===== src/rtl/alu_pkg.sv =====
// alu_pkg
// Shared types for the ALU execution unit: the decoded operation enum, the
// FSM state enum, the decoded function-field codes and a small helper that
// tells the datapath which operations go through the iterative shifter.
//
// Optional feature macro: ALU_MUL_EN (see alu_decode / alu_exec_unit).

package alu_pkg;

  typedef enum logic [3:0] {
    ADD,
    SUB,
    AND,
    OR,
    XOR,
    NOR,
    SLT,
    SLTU,
    SLL,
    SRL,
    SRA,
    LUI,
    MUL,
    ILL
  } alu_op_e;

  typedef enum logic [1:0] {
    IDLE,
    BUSY,
    DONE
  } alu_state_e;

  localparam logic [3:0] FUNCT_ADD  = 4'b0000;
  localparam logic [3:0] FUNCT_SUB  = 4'b0010;
  localparam logic [3:0] FUNCT_AND  = 4'b0100;
  localparam logic [3:0] FUNCT_OR   = 4'b0101;
  localparam logic [3:0] FUNCT_XOR  = 4'b0110;
  localparam logic [3:0] FUNCT_NOR  = 4'b0111;
  localparam logic [3:0] FUNCT_MUL  = 4'b1000;
  localparam logic [3:0] FUNCT_SLT  = 4'b1010;
  localparam logic [3:0] FUNCT_SLTU = 4'b1011;
  localparam logic [3:0] FUNCT_SLL  = 4'b1100;
  localparam logic [3:0] FUNCT_SRL  = 4'b1101;
  localparam logic [3:0] FUNCT_SRA  = 4'b1110;
  localparam logic [3:0] FUNCT_LUI  = 4'b1111;

  // Shifts share the one-bit-per-cycle shifter, so the FSM needs to know
  // whether an accepted op may have to go through BUSY.
  function automatic logic isShift(input alu_op_e op);
    return (op == SLL) || (op == SRL) || (op == SRA);
  endfunction

endpackage


===== src/rtl/alu_decode.sv =====
// alu_decode
// Purely combinational ALU-control decoder: main-decoder class plus the
// function field become one alu_op_e value for the execution unit.
//
// Ports:
//   aluOp_i  [1:0]  00 add (loads/stores), 01 sub (branches), 1x use funct
//   funct_i  [5:0]  function field; only bits [3:0] carry meaning
//   op_o            decoded operation (ILL for unsupported codes)
//
// Optional feature macro: ALU_MUL_EN. When undefined, funct 1000 decodes
// to ILL so the execution unit never sees MUL.

module alu_decode
  import alu_pkg::*;
(
  input  logic [1:0] aluOp_i,
  input  logic [5:0] funct_i,
  output alu_op_e    op_o
);

  // The top two function bits are not part of the ALU-control table.
  logic unusedFunctBits;
  assign unusedFunctBits = ^funct_i[5:4];

  // Loads/stores and branches bypass the function field entirely; R-type
  // instructions look up the low nibble, anything unlisted is illegal.
  always_comb begin
    op_o = ILL;
    if (!aluOp_i[1]) begin
      op_o = aluOp_i[0] ? SUB : ADD;
    end else begin
      case (funct_i[3:0])
        FUNCT_ADD:  op_o = ADD;
        FUNCT_SUB:  op_o = SUB;
        FUNCT_AND:  op_o = AND;
        FUNCT_OR:   op_o = OR;
        FUNCT_XOR:  op_o = XOR;
        FUNCT_NOR:  op_o = NOR;
        FUNCT_SLT:  op_o = SLT;
        FUNCT_SLTU: op_o = SLTU;
        FUNCT_SLL:  op_o = SLL;
        FUNCT_SRL:  op_o = SRL;
        FUNCT_SRA:  op_o = SRA;
        FUNCT_LUI:  op_o = LUI;
`ifdef ALU_MUL_EN
        FUNCT_MUL:  op_o = MUL;
`else
        FUNCT_MUL:  op_o = ILL;
`endif
        default:    op_o = ILL;
      endcase
    end
  end

endmodule


===== src/rtl/alu_exec_unit.sv =====
// alu_exec_unit
// Multi-cycle ALU execution unit. Single-cycle ops are computed straight
// from the operands at the accept edge; shifts move one bit per cycle and
// the optional multiply is a shift-add loop of WIDTH steps. Operands come
// in and results go out through valid/ready handshakes.
//
// Ports:
//   clk, rst_n            clock, asynchronous active-low reset
//   in_valid / in_ready   request handshake (in_ready high only in IDLE)
//   alu_op, funct         ALU-control inputs
//   a, b                  operands; shift amount is b[SHW-1:0]
//   out_valid / out_ready result handshake
//   result, zero          registered result and its zero flag
//   illegal               unsupported funct code, valid with out_valid
//
// Optional feature macro: ALU_MUL_EN enables the iterative multiplier.

module alu_exec_unit
  import alu_pkg::*;
#(
  parameter  int WIDTH = 32,
  localparam int SHW   = $clog2(WIDTH)
) (
  input  logic             clk,
  input  logic             rst_n,
  input  logic             in_valid,
  output logic             in_ready,
  input  logic [1:0]       alu_op,
  input  logic [5:0]       funct,
  input  logic [WIDTH-1:0] a,
  input  logic [WIDTH-1:0] b,
  output logic             out_valid,
  input  logic             out_ready,
  output logic [WIDTH-1:0] result,
  output logic             zero,
  output logic             illegal
);

  alu_state_e       state_q;
  alu_op_e          op_q;
  alu_op_e          decOp;
  logic [WIDTH-1:0] work_q;
  logic [SHW-1:0]   cnt_q;
  logic [WIDTH-1:0] result_q;
  logic             illegal_q;
  logic [WIDTH-1:0] singleRes;
  logic [WIDTH-1:0] busyNext;
  logic [SHW-1:0]   shamt;

`ifdef ALU_MUL_EN
  logic [WIDTH-1:0] mcand_q;
  logic [WIDTH-1:0] mplier_q;
`endif

  alu_decode u_decode (
    .aluOp_i (alu_op),
    .funct_i (funct),
    .op_o    (decOp)
  );

  assign shamt = b[SHW-1:0];

  // One step of the iterative shifter; SRA replicates the sign bit.
  function automatic logic [WIDTH-1:0] shiftOne(input alu_op_e op,
                                                input logic [WIDTH-1:0] v);
    case (op)
      SLL:     return {v[WIDTH-2:0], 1'b0};
      SRL:     return {1'b0, v[WIDTH-1:1]};
      SRA:     return {v[WIDTH-1], v[WIDTH-1:1]};
      default: return v;
    endcase
  endfunction

  // Results of every op that finishes at the accept edge. Illegal codes
  // (and MUL when the multiplier is not built) fall through to zero.
  always_comb begin
    singleRes = '0;
    case (decOp)
      ADD:  singleRes = a + b;
      SUB:  singleRes = a - b;
      AND:  singleRes = a & b;
      OR:   singleRes = a | b;
      XOR:  singleRes = a ^ b;
      NOR:  singleRes = ~(a | b);
      SLT:  singleRes = {{(WIDTH-1){1'b0}}, ($signed(a) < $signed(b))};
      SLTU: singleRes = {{(WIDTH-1){1'b0}}, (a < b)};
      LUI:  singleRes = b << (WIDTH / 2);
      default: singleRes = '0;
    endcase
  end

  // Value the work register takes on the next BUSY step.
  always_comb begin
`ifdef ALU_MUL_EN
    if (op_q == MUL) begin
      busyNext = work_q + (mplier_q[0] ? mcand_q : '0);
    end else begin
      busyNext = shiftOne(op_q, work_q);
    end
`else
    busyNext = shiftOne(op_q, work_q);
`endif
  end

  // Main FSM. The accept edge already performs the first shift/multiply
  // step, so a shift by k leaves BUSY after k-1 further steps and a
  // multiply after WIDTH-1; the counter holds the steps still to go.
  always_ff @(posedge clk or negedge rst_n) begin
    if (!rst_n) begin
      state_q   <= IDLE;
      op_q      <= ADD;
      work_q    <= '0;
      cnt_q     <= '0;
      result_q  <= '0;
      illegal_q <= 1'b0;
`ifdef ALU_MUL_EN
      mcand_q   <= '0;
      mplier_q  <= '0;
`endif
    end else begin
      case (state_q)
        IDLE: begin
          if (in_valid) begin
            op_q <= decOp;
            if (isShift(decOp)) begin
              if (shamt <= SHW'(1)) begin
                result_q  <= (shamt == '0) ? a : shiftOne(decOp, a);
                illegal_q <= 1'b0;
                state_q   <= DONE;
              end else begin
                work_q  <= shiftOne(decOp, a);
                cnt_q   <= shamt - SHW'(1);
                state_q <= BUSY;
              end
`ifdef ALU_MUL_EN
            end else if (decOp == MUL) begin
              work_q   <= b[0] ? a : '0;
              mcand_q  <= a << 1;
              mplier_q <= b >> 1;
              cnt_q    <= SHW'(WIDTH - 1);
              state_q  <= BUSY;
`endif
            end else begin
              result_q  <= singleRes;
              illegal_q <= (decOp == ILL);
              state_q   <= DONE;
            end
          end
        end

        BUSY: begin
`ifdef ALU_MUL_EN
          mcand_q  <= mcand_q << 1;
          mplier_q <= mplier_q >> 1;
`endif
          if (cnt_q == SHW'(1)) begin
            result_q  <= busyNext;
            illegal_q <= 1'b0;
            cnt_q     <= '0;
            state_q   <= DONE;
          end else begin
            work_q <= busyNext;
            cnt_q  <= cnt_q - SHW'(1);
          end
        end

        DONE: begin
          if (out_ready) begin
            state_q <= IDLE;
          end
        end

        default: state_q <= IDLE;
      endcase
    end
  end

  assign in_ready  = (state_q == IDLE);
  assign out_valid = (state_q == DONE);
  assign result    = result_q;
  assign zero      = (result_q == '0);
  assign illegal   = illegal_q;

endmodule

===== config.mk =====
export PLATFORM = sky130hd
export DESIGN_NAME = alu_exec_unit
export DESIGN_NICKNAME = d
export VERILOG_FILES = /design/src/rtl/alu_pkg.sv /design/src/rtl/alu_decode.sv /design/src/rtl/alu_exec_unit.sv
export SDC_FILE = /design/constraint.sdc
export NUM_CORES = 1
export LEC_CHECK = 0
export BUFFER_PORTS_ARGS = -buffer_cell sky130_fd_sc_hd__buf_2
export CAP_MARGIN = 30
export CELL_PAD_IN_SITES_DETAIL_PLACEMENT = 1
export CELL_PAD_IN_SITES_GLOBAL_PLACEMENT = 1
export CORE_ASPECT_RATIO = 0.8
export CORE_UTILIZATION = 48
export DETAILED_ROUTE_END_ITERATION = 6
export GPL_TIMING_DRIVEN = 1
export HOLD_SLACK_MARGIN = 0.06
export PLACE_DENSITY = 0.86
export SYNTH_ARGS = -nofsm -noshare
export SYNTH_HDL_FRONTEND = slang
export SYNTH_SLANG_ARGS = --single-unit
export TNS_END_PERCENT = 50

===== constraint.sdc =====
create_clock -name clk -period 4.9 [get_ports clk]
set_input_delay 0 -clock clk [delete_from_list [all_inputs] [get_ports clk]]
set_output_delay 0 -clock clk [all_outputs]
set_load 0.02 [all_outputs]

Word level (Yosys, flattened, before mapping)
Memories as Yosys holds them, arrays and structs flattened.
Index checks and enable logic that the tools add are counted.
- flip-flop bits (word level): 76
- latch bits: 0
- memory bits (writable): 0
- ROM bits: 64
- input bits: 76
- output and inout port bits: 36
- word-level logic and storage cells: 87
- memories: 1
- memories (memory ; depth ; bits a word ; rd ports ; clocked after Yosys merged registers in ; wr ports ; RTL line ; text):
    (name not given) ; 16 ; 4 ; 1 ; 0 ; 0 ; alu_decode.sv:32 ; case (funct_i[3:0])
- add/sub/neg operators: 4
- $mul: 0
- divide/modulo/power cells: 0
- $lt $le $gt $ge: 3
- equal/unequal tests: 25
- shifts and indexed selects: 0
- multiplexer cells: 32
- bitwise logic cells: 4
- reductions and logical operators: 12
- operators with widths (cell ; count):
    32-bit two-way mux ; 9
    32-bit one-hot mux with 9 select lines ; 1
    32-bit one-hot mux with 3 select lines ; 2
    32-bit one-hot mux with 2 select lines ; 2
    32-bit less-than comparator ; 2
    32-bit adder ; 1
    32-bit AND ; 1
    4-bit equality test (second input constant) ; 8
    32-bit logical NOT ; 1
    32-bit NOT ; 1
    32-bit bitwise OR ; 1
    32-bit subtractor ; 1
    32-bit XOR ; 1
    5-bit two-way mux ; 4
    4-bit by 3-bit equality test with 1-bit output (second input constant) ; 4
    2-bit two-way mux ; 5
    5-bit one-hot mux with 2 select lines ; 1
    5-bit by 1-bit subtractor with 5-bit output (second input constant) ; 2
    4-bit by 2-bit equality test with 1-bit output (second input constant) ; 2
    2-bit != test (second input constant) ; 4
    4-bit AND reduction ; 2
    2-bit one-hot mux with 3 select lines ; 1
    5-bit by 1-bit equality test with 1-bit output (second input constant) ; 1
    5-bit by 1-bit less-or-equal comparator with 1-bit output (second input constant) ; 1
    other kinds (16) ; 22

Depth between registers and ports, before layout
- depth in word-level cells: 9
- mapped depth: 12
- depth with buffers taken out: 12

Cells and area by module
A second synthesis with hierarchy kept.
- cells, all modules: 1525
- area total of the unflattened synthesis: 10687.8 um2
- modules (own cells, without submodules) (module ; instances ; cells each ; area an instance (um2) ; seq. area each (um2)):
    alu_exec_unit ; 1 ; 1512 ; 10591.4 ; 1901.8
    alu_decode ; 1 ; 13 ; 96.3 ; 0.0

Worst setup path after synthesis
OpenSTA, ideal clock, no wires.
- path type: input port to flip-flop
- start point: input a[8]
- end point: register result_q[20], in the netlist result[20]
- setup time: 0.134 ns
- arrival time: 2.432 ns
- data required time: 4.766 ns
- path slack: 2.334 ns
- stages: 11
- path through: inv_1 ha_1 buf_2 or4_1 o221ai_1 nor2_1 o31ai_2 a31oi_1 xnor2_1 a2111oi_0 a21oi_1
- cells in the longest elaborated chain, start to end: 5
- RTL lines (what ; RTL line ; text):
    start, declared ; alu_exec_unit.sv:30 ; input logic [WIDTH-1:0] a,
    32-bit subtractor / 32-bit adder (equally long branches) ; alu_exec_unit.sv:80, alu_exec_unit.sv:79 ;
    32-bit one-hot mux with 9 select lines (*) ; alu_exec_unit.sv:78 ; case (decOp)
    32-bit two-way mux (*) ; alu_exec_unit.sv:125 ; if (isShift(decOp)) begin
    32-bit two-way mux (*) ; alu_exec_unit.sv:123 ; if (in_valid) begin
    32-bit one-hot mux with 2 select lines (*) ; alu_exec_unit.sv:121 ; case (state_q)
    end signal, assigned ; alu_exec_unit.sv:127 ; result_q <= (shamt == '0) ? a : shiftOne(decOp, a);
    end signal, assigned ; alu_exec_unit.sv:144 ; result_q <= singleRes;
    end signal, assigned ; alu_exec_unit.sv:157 ; result_q <= busyNext;
    end, declared ; alu_exec_unit.sv:44 ; logic [WIDTH-1:0] result_q;
Mark *: on every way between the ends. The rest lies on a longest branch, timed or not. The select of a mux whose other input is x is not followed.
A chain may end at the register's enable or synchronous reset.

Worst setup path in the final report
- start point: register cnt_q[1]
- end point: register result_q[30], in the netlist result[30]
- cells in the longest elaborated chain, start to end: 3
- RTL lines (what ; RTL line ; text):
    start, declared ; alu_exec_unit.sv:43 ; logic [SHW-1:0] cnt_q;
    start signal, assigned ; alu_exec_unit.sv:132 ; cnt_q <= shamt - SHW'(1);
    start signal, assigned ; alu_exec_unit.sv:163 ; cnt_q <= cnt_q - SHW'(1);
    5-bit by 1-bit equality test with 1-bit output ; alu_exec_unit.sv:156 ; if (cnt_q == SHW'(1)) begin
    2-bit != test (no line) ; -- ;
    4-bit AND reduction (no line) ; -- ;
Every way passes these cells.

==> metrics.md <==
| Metric | Value |
|---|---|
| Status | complete, but fails checks |
| Failing checks | DRC |
| Drt wl/cell | 28.0 um |
| Number of vias per cell | 7.29 |
| Worst path arrival time | 3.66 ns |
| Mapped Nets | 1,619 |
| Max Cap Violations | 0 |
| Worst-margin pin slew | 1.08 ns |
| Final Hold Vio Count | 0 |
| Netlist cell types | 86 |
| Period utilisation layout | 0.702 |
| Hpwl dp | 36,500 um |
| Hold_ws | 0.0704 ns |
| Slew margin rel. | 0.279 |
| Clock Path Buffers | 2 |
| Top Usage Layer GRT | met2 |
| Total track usage | 0.437 |
| YS warnings | 0 |
| Pins over their slew limit | 0 |
| Die H | 134 um |
| Final core occ | 0.548 |
| Final instance area | 11,500 um2 |
| EDFF count, synth | 0 |
| Vias | 12,800 |
| CTS tree | built |
| CTS HTree Levels | 3 |
| Pin count of the biggest net entering global routing | 61 |
| Cell Pwr Density | 341 nW/um2 |
| Worst-path cell chain | inv_1, ha_1, or4b_1, or2_2, a21oi_2, nand2_1, a2111oi_0, o31a_1, a31oi_1 |
| Synthesized flop and latch total | 76 |
| Clock Root Buffer | clkbuf_16 |
| # setup viols final | 0 |
| Global route overflow | 0 |
| Clock-pin slew on the worst setup and hold paths | 0.08 ns |
| Routed wire length | 49,300 um |
| Cts bufs inserted | 9 |
| Kind of end point of the critical path | flip-flop |
| Routed Antenna Nets | 0 |
| Worst Setup Start Kind | flip-flop |
| GR Util met1 | 0.551 |
| Avg Cell Area, Syn | 7.26 um2 |
| IO Pins | 112 |
| Unrepaired setup endpoints after global routing | no |
| Initial antenna violation count | 1 |
| Vias in the first global route | 12,500 |
| Initial DRC Count | 1,863 |
| Max Fclk | 291 MHz |
| Post-Syn Instances | 1,441 |
| Commonest non-fill, non-tap cell in the layout | a21oi_1 |
| Reg2reg path depth | 9 |
| Area delta synth->final | 10.2% |
| GPL Wtd Cong | 1.00 |
| GR Util met2 | 0.708 |
| Residual DRC | 11 |
| Register area share after synthesis | 0.182 |
| Critical Path Max Stage Delay | 0.66 ns |
| Commonest cells after routing, fill and taps aside | 152 x a21oi_1, 149 x nand2_1, 125 x nor2_1 |
| Tightest Hold Check Type | input port to asynchronous set/reset pin |
| Post-Route Setup TNS | 0 ns |
| Drt pass-1 iters | 7 |
| Sink Count | 76 |
| Port Buffer Count | 109 |
| Initial core utilization | 0.497 |
| Synthesized area | 10,500 um2 |
| Async SR Flop Fraction | 1.00 |
| Met3 Track Usage GR | 0.0738 |
| Placed cell area | 11,200 um2 |
| First-pass GRT wire length | 74,900 um |
| Core area | 21,100 um2 |
| Kind of critical path | flip-flop to flip-flop |
| Tmin final | 3.44 ns |
| VDD IR max | 0.227 mV |
| Ys flop type | dfrtp_1 |
| Req. time, crit path | 5.12 ns |
| Die Area | 22,400 um2 |
| Cell leakage power | 0.00515 uW |
| Worst clock skew | 0.0153 ns |
| Die W | 167 um |
| Rows | 47 |
| Share of cells above drive strength 1 | 0.134 |
| Worst skew pair latency | 0.35 ns |
| Nets | 1,664 |
| Slowest CP cell | a21oi_2 |
| Crit path max fanout | 12 |
## cell usage after synthesis, drive strengths merged, types with 24 or more instances
library cell / n / area share
ha: 100 / 0.12
a21o: 42 / 0.030
nor2: 130 / 0.047
a21oi: 154 / 0.074
dfrtp: 76 / 0.18
o21ai: 100 / 0.048
a221oi: 31 / 0.026
buf: 26 / 0.016
a211oi: 40 / 0.029
clkbuf: 79 / 0.028
nor3: 34 / 0.016
a31oi: 26 / 0.018
a22oi: 34 / 0.024
a221o: 24 / 0.023
inv: 98 / 0.035
o211ai: 31 / 0.023
nand2: 149 / 0.053
## cell families (layout without fill, tap and decap cells)
| logic type | count (synthesis) | in the layout | synth area share |
|---|---|---|---|
| buf+inv | 203 | 253 | 0.0790 |
| compound gates | 616 | 616 | 0.411 |
| flops | 76 | 76 | 0.182 |
| simple gates | 416 | 416 | 0.180 |
| other cells | 0 | 1 | 0 |
| mux | 13 | 13 | 0.0127 |
| xor+xnor | 15 | 15 | 0.0125 |
| fa+ha+maj | 102 | 102 | 0.123 |
## path summary, 6_finish.rpt
path	slack, ns	start	end
setup / recovery	1.46	cnt_q[1]$_DFFE_PN0P_	result[30]$_DFFE_PN0P_
hold / removal	0.07	rst_n	work_q[5]$_DFFE_PN0P_
setup reg to reg	1.46	cnt_q[1]$_DFFE_PN0P_	result[30]$_DFFE_PN0P_
hold reg to reg	0.48	illegal$_DFFE_PN0P_	illegal$_DFFE_PN0P_
max in group asynchronous	4.20	rst_n	work_q[18]$_DFFE_PN0P_
min in group clk	0.12	a[0]	work_q[0]$_DFFE_PN0P_
## sequential cells by signal (all words and copies together) (netlist names)
| name | flops |
|---|---|
| state_q | 2 |
| work_q | 32 |
| illegal | 1 |
| op_q | 4 |
| cnt_q | 5 |
| result | 32 |
## critical path: cells and delay by family, from the launching register on
kind / cells / cell delay (ns)
simple gates: 3 / 1.32
compound gates: 4 / 1.36
fa+ha+maj: 1 / 0.16
flops: 1 / 0.37
buf+inv: 1 / 0.11
## final cells by class
class | instances | area, um2
repair buffers | 139 | 798
multi-input cells | 1162 | 7790
flip-flops and latches | 76 | 1900
clock buffers | 10 | 239
clock inverters | 6 | 95.1
inverters | 98 | 368
well taps | 269 | 337
diodes | 1 | 2.50
fillers | 2734 | 9520
## timing repair
action | in CTS | in global routing
buffers inserted | 0 | 0
resized for setup | 0 | 0
hold endpoints to repair | 77 | 0
hold buffers | 2 | 0
## power by group
| part | internal [uW] | switching [uW] | total [uW] | leakage, uW |
|---|---|---|---|---|
| Clock | 466 | 306 | 772 | 0.000157 |
| Combinational | 645 | 1270 | 1910 | 0.00405 |
| Sequential | 908 | 346 | 1250 | 0.000940 |
| Total | 2020 | 1920 | 3940 | 0.00515 |
## stage by stage
stage | power [uW] | setup WS (ns) | instances
after floorplan | 2330 | 2.33 | 1441
after global placement | 2970 | 1.41 | 1741
after detailed placement | 3060 | 1.42 | 1742
after CTS | 3860 | 1.54 | 1760
after global routing | 4090 | 1.35 | 1760
final | 3940 | 1.46 | 1761
## per-layer routing
| metal | part of all wire | vias to the layer above | routed length (um) |
|---|---|---|---|
| li1 | - | 5499 | - |
| met1 | 0.39 | 6281 | 19300 |
| met2 | 0.45 | 857 | 22200 |
| met3 | 0.095 | 199 | 4690 |
| met4 | 0.063 | 0 | 3090 |
| met5 | 0 | - | 0 |
(Power assumes the default switching activity.)
